## src/rtl/hazard_ctrl.sv

```systemverilog
// hazard_ctrl: forwarding, load-use stall, branch flush and
// multi-cycle (div/rem) sequencing for the five-stage pipeline.
module hazard_ctrl #(
    parameter int MDIV_LAT = 32,
    parameter int CNT_W    = 32
) (
    input  logic             clk,
    input  logic             rst,
    input  logic [4:0]       rs1_d,
    input  logic [4:0]       rs2_d,
    input  logic [4:0]       rs1_e,
    input  logic [4:0]       rs2_e,
    input  logic [4:0]       rd_e,
    input  logic [4:0]       rd_m,
    input  logic [4:0]       rd_w,
    input  logic             reg_write_m,
    input  logic             reg_write_w,
    input  logic             load_e,
    input  logic             pc_src_e,
    input  logic             mdiv_e,
    output logic [1:0]       forward_a_e,
    output logic [1:0]       forward_b_e,
    output logic             stall_f,
    output logic             stall_d,
    output logic             stall_e,
    output logic             flush_d,
    output logic             flush_e,
    output logic             flush_m,
    output logic             mdiv_busy,
    output logic             mdiv_done,
    output logic [CNT_W-1:0] stall_cnt
);

    localparam int MW = $clog2(MDIV_LAT);

    typedef enum logic {RUN, MDIV} state_t;

    state_t           r_state;
    state_t           w_state_nx;
    logic [MW-1:0]    r_mcnt;
    logic [MW-1:0]    w_mcnt_nx;
    logic [CNT_W-1:0] r_cnt;
    logic             w_lw_stall;
    logic             w_mdiv_start;
    logic             w_mzero;

    // MEM result wins over WB; x0 is hardwired and never forwarded
    function automatic logic [1:0] fwd_sel(
        input logic [4:0] rs,
        input logic [4:0] rdm,
        input logic       wm,
        input logic [4:0] rdw,
        input logic       ww
    );
        logic [1:0] sel;
        sel = 2'b00;
        if (rs != 5'd0 && rs == rdm && wm)
            sel = 2'b10;
        else if (rs != 5'd0 && rs == rdw && ww)
            sel = 2'b01;
        return sel;
    endfunction

    assign forward_a_e = fwd_sel(rs1_e, rd_m, reg_write_m, rd_w, reg_write_w);
    assign forward_b_e = fwd_sel(rs2_e, rd_m, reg_write_m, rd_w, reg_write_w);

    assign w_lw_stall = load_e && (rd_e != 5'd0) &&
                        (rd_e == rs1_d || rd_e == rs2_d);

    // a branch taken in the same cycle squashes the op instead of starting it
    assign w_mdiv_start = mdiv_e && !pc_src_e;
    assign w_mzero      = (r_mcnt == '0);
    assign stall_cnt    = r_cnt;

    // state and latency counter register; reset abandons any held op
    always_ff @(posedge clk or posedge rst) begin
        if (rst) begin
            r_state <= RUN;
            r_mcnt  <= '0;
        end else begin
            r_state <= w_state_nx;
            r_mcnt  <= w_mcnt_nx;
        end
    end

    // next state: RUN enters MDIV on a live op, MDIV counts down to zero
    always_comb begin
        w_state_nx = r_state;
        w_mcnt_nx  = r_mcnt;
        unique case (r_state)
            RUN: begin
                if (w_mdiv_start) begin
                    w_state_nx = MDIV;
                    w_mcnt_nx  = MW'(MDIV_LAT - 2);
                end
            end
            MDIV: begin
                if (w_mzero)
                    w_state_nx = RUN;
                else
                    w_mcnt_nx = r_mcnt - MW'(1);
            end
            default: w_state_nx = RUN;
        endcase
    end

    // stall/flush outputs; all forced low while reset is asserted
    always_comb begin
        stall_f   = 1'b0;
        stall_d   = 1'b0;
        stall_e   = 1'b0;
        flush_d   = 1'b0;
        flush_e   = 1'b0;
        flush_m   = 1'b0;
        mdiv_busy = 1'b0;
        mdiv_done = 1'b0;
        if (!rst) begin
            unique case (r_state)
                RUN: begin
                    if (w_mdiv_start) begin
                        stall_f   = 1'b1;
                        stall_d   = 1'b1;
                        stall_e   = 1'b1;
                        flush_m   = 1'b1;
                        mdiv_busy = 1'b1;
                    end else begin
                        stall_f = w_lw_stall;
                        stall_d = w_lw_stall;
                        flush_e = w_lw_stall || pc_src_e;
                        flush_d = pc_src_e;
                    end
                end
                MDIV: begin
                    stall_f   = 1'b1;
                    stall_d   = 1'b1;
                    stall_e   = !w_mzero;
                    flush_m   = !w_mzero;
                    mdiv_busy = !w_mzero;
                    mdiv_done = w_mzero;
                end
                default: ;
            endcase
        end
    end

    // saturating count of front-end stall cycles
    always_ff @(posedge clk or posedge rst) begin
        if (rst)
            r_cnt <= '0;
        else if (stall_f && r_cnt != '1)
            r_cnt <= r_cnt + CNT_W'(1);
    end

endmodule

```

## config.mk

```make
export PLATFORM = sky130hd
export DESIGN_NAME = hazard_ctrl
export DESIGN_NICKNAME = d
export VERILOG_FILES = /design/src/rtl/hazard_ctrl.sv
export SDC_FILE = /design/constraint.sdc
export NUM_CORES = 1
export LEC_CHECK = 0
export CAP_MARGIN = 0
export CORE_UTILIZATION = 30
export DETAILED_ROUTE_END_ITERATION = 8
export GPL_TIMING_DRIVEN = 1
export PLACE_DENSITY = 0.7
export SLEW_MARGIN = 25
export SYNTH_ARGS = -nofsm -noshare
export SYNTH_HDL_FRONTEND = slang
export SYNTH_SLANG_ARGS = --single-unit
```

## constraint.sdc

```tcl
create_clock -name clk -period 5.2 [get_ports clk]
set_input_delay 0.52 -clock clk [delete_from_list [all_inputs] [get_ports clk]]
set_output_delay 0.52 -clock clk [all_outputs]
set_load 0.01 [all_outputs]
```

==> summary.md <==
| Metric | Value |
|---|---|
| Die extent in y | `89.75 um` |
| Largest cells by area after synthesis | `dfrtp_1, xnor2_1, xor2_1` |
| Period utilisation layout | `~66%` |
| Post-Syn Area | `2310 um^2` |
| Seq/Total Area, Yosys | `about two fifths` |
| Core area | `7331 um^2` |
| Count of input and output buffers | `85` |
| RSZ-0062 raised after global routing | `no` |
| CP Class | `input port to output pin` |
| Yosys top cell by area | `dfrtp_1` |
| Hold_buf cts | `0` |
| Pwr Total | `1019 uW` |
| Starting Density | `31.51%` |
| Initial drt markers | `67` |
| Clk_lat worst skew | `290 ps` |
| Diodes inserted | `0` |
| Yosys top cell area share | `41.17%` |
| Post-CTS Repair Setup Buffers | `0` |
| Syn Inst Count | `roughly 240` |
| RePlAce Congestion | `0.7591` |
| Clock skew | `about 6.7 ps` |
| P_leak | `0.001389 uW` |
| Outcome | `completed` |
| Synth Area per Inst | `9.705 um^2` |
| CTS tree | `yes` |
| CTS Buf Count | `5` |
| Antenna violations before repair | `0` |
| Number of synthesized flops with an enable pin | `0` |
| Worst-path fanout max | `15` |
| Final Hold Viols | `0` |
| Total Nets Final | `368` |
| Boundary pin count | `86` |
| Longest Clk Path Bufs | `2` |
| Worst Path Arrival | `2920 ps` |
| ANT nets after route | `0` |
| Slew Limit Fails | `0` |
| TritonRoute pass-1 iters | `6` |
| Final min period | `3436 ps` |
| Clk slew on worst S/H paths | `70 ps` |
| First-pass GRT wire length | `9591 um` |
| Ys async rst share | `100.0%` |
| Post-Route WL | `approximately 5500 um` |
| H-tree levels | `2` |
| Syn. warnings | `0` |
| Actual slew at the worst max-slew pin | `750.9 ps` |
| Area delta synth->final | `46.21%` |
| WL/cell | `13.06 um` |
| Seq cells post-synth | `38` |
| Slew headroom | `49.64%` |
| Largest net degree at the start of global routing | `39` |
| Startpoint Class | `input port` |
| Required time of the critical path | `about 4700 ps` |
| Synth cell types | `36` |
| Hold Crit Class | `flip-flop to flip-flop` |
| Max IR drop VDD | `0.0001208 V` |
| Layout cells sized above 1 | `5.247%` |
| Global router's overall resource usage | `14.62%` |
| Clock root buffer | `clkbuf_8` |
| Ys flop type | `dfrtp_1` |
| Via Count | `2066` |
| Vias in the first global route | `2055` |
| Post-cts sizing count | `0` |
| Power Dens Cells | `301.7 nW/um^2` |
| Clk sink count | `38` |
| Die area | `8054 um^2` |
| Setup_tns | `0 ps` |
| GRT overflow | `0` |
| Syn Nets | `283` |
| Hpwl dp | `about 4300 um` |
| Vias per cell | `around 4.9` |
| Endpoint class of the critical path | `output pin` |
| Width of the chip | `between 80 and 90 um` |
| Max-cap violations | `0` |
| # rows | `31` |
| Max Freq | `roughly 290 MHz` |
| DR DRC count | `0` |
| Final Setup Violations | `0` |
-- logic make-up (layout without fill, tap and decap cells) --
family	Yosys count	after routing	share of synthesized area (%)
AOI/OAI and AO/OA	11	11	3.359
and+or+nand+nor	107	107	25.46
xor gates and xnor gates	64	64	24.27
muxes	1	1	0.6499
DFF	38	38	41.17
adders and majority gates	3	3	1.625
buffers and inverters	14	100	3.466
-- cells in the final DEF (no fill, tap or decap), drive strengths merged, types with 7 or more instances in the layout --
master,count
dfrtp,38
xor2,23
and3,8
nor3,15
nand3,15
nor4,7
xnor2,41
nand4,14
nor2,11
clkdlybuf4s50,85
nand2,23
-- cell usage after synthesis (2+ instances only) --
library cell / count
nor3_1: 14
xor2_1: 23
ha_1: 3
or4_1: 3
a21oi_1: 4
nand2_1: 23
buf_4: 4
or2_2: 2
nand4_1: 13
dfrtp_1: 38
and3_1: 8
nand3_1: 15
nor2_1: 11
and4_1: 2
inv_1: 6
xnor2_1: 41
o21ai_0: 3
nor4_1: 7
-- routing by layer --
metal,vias to the layer above,track usage [%],share of wire (%)
met3,9,4.146,8.1
met5,-,0,0
met2,91,26.41,51
met1,974,16.61,40
met4,0,4.372,1.4
li1,992,-,-
-- critical path, stage by stage --
cell	delay, ps
clkdlybuf4s50_1	460
or4_1	520
o21ai_0	310
a21oi_1	190
o21a_1	340
clkdlybuf4s50_1	570
-- power breakdown --
part | leakage (uW) | internal, uW | switching (uW) | total, uW
Sequential | 0.000496 | 343 | 56.6 | 400
Combinational | 0.000822 | 169 | 141 | 310
Clock | 0.0000714 | 205 | 104 | 309
-- path summary, 6_finish.rpt --
kind | startpoint | to | slack (ps) | cells after the start
max reg2reg | stall_cnt[3] | stall_cnt[1] | 2700 | 5
min | stall_cnt[6] | stall_cnt[6] | 490 | 1
min reg2reg | stall_cnt[6] | stall_cnt[6] | 490 | 1
max in group asynchronous | rst | stall_cnt[10] | 4070 | 3
max | rd_e[1] | stall_d | 1760 | 6
min in group asynchronous | rst | r_state | 800 | 3
-- final cells by class --
type	instances	area, um^2
clock inverters	2	60.06
repair buffers	86	858.3
fillers	690	3954
flip-flops and latches	38	950.9
clock buffers	6	82.58
well taps	99	123.9
inverters	6	22.52
multi-input cells	186	1279
-- sequential cells by signal (all words and copies together) (netlist names) --
name	cells
stall_cnt	32
r_state	1
r_mcnt	5
-- metrics by stage --
| step | setup WS (ps) | util, % | std cells | hold WS [ps] | cell area (um^2) |
|---|---|---|---|---|---|
| floorplan | 2747 | - | 238 | 480.6 | 2310 |
| global placement | 1825 | 44.12 | 415 | 474.2 | 3234 |
| detailed placement | 1765 | 44.12 | 415 | 484.6 | 3234 |
| CTS | 1761 | 46.07 | 423 | 497.1 | 3377 |
| global route | 1590 | 46.07 | 423 | 533.0 | 3377 |
| finish | 1764 | 46.07 | 423 | 488.9 | 3377 |
(Power assumes the default switching activity.)
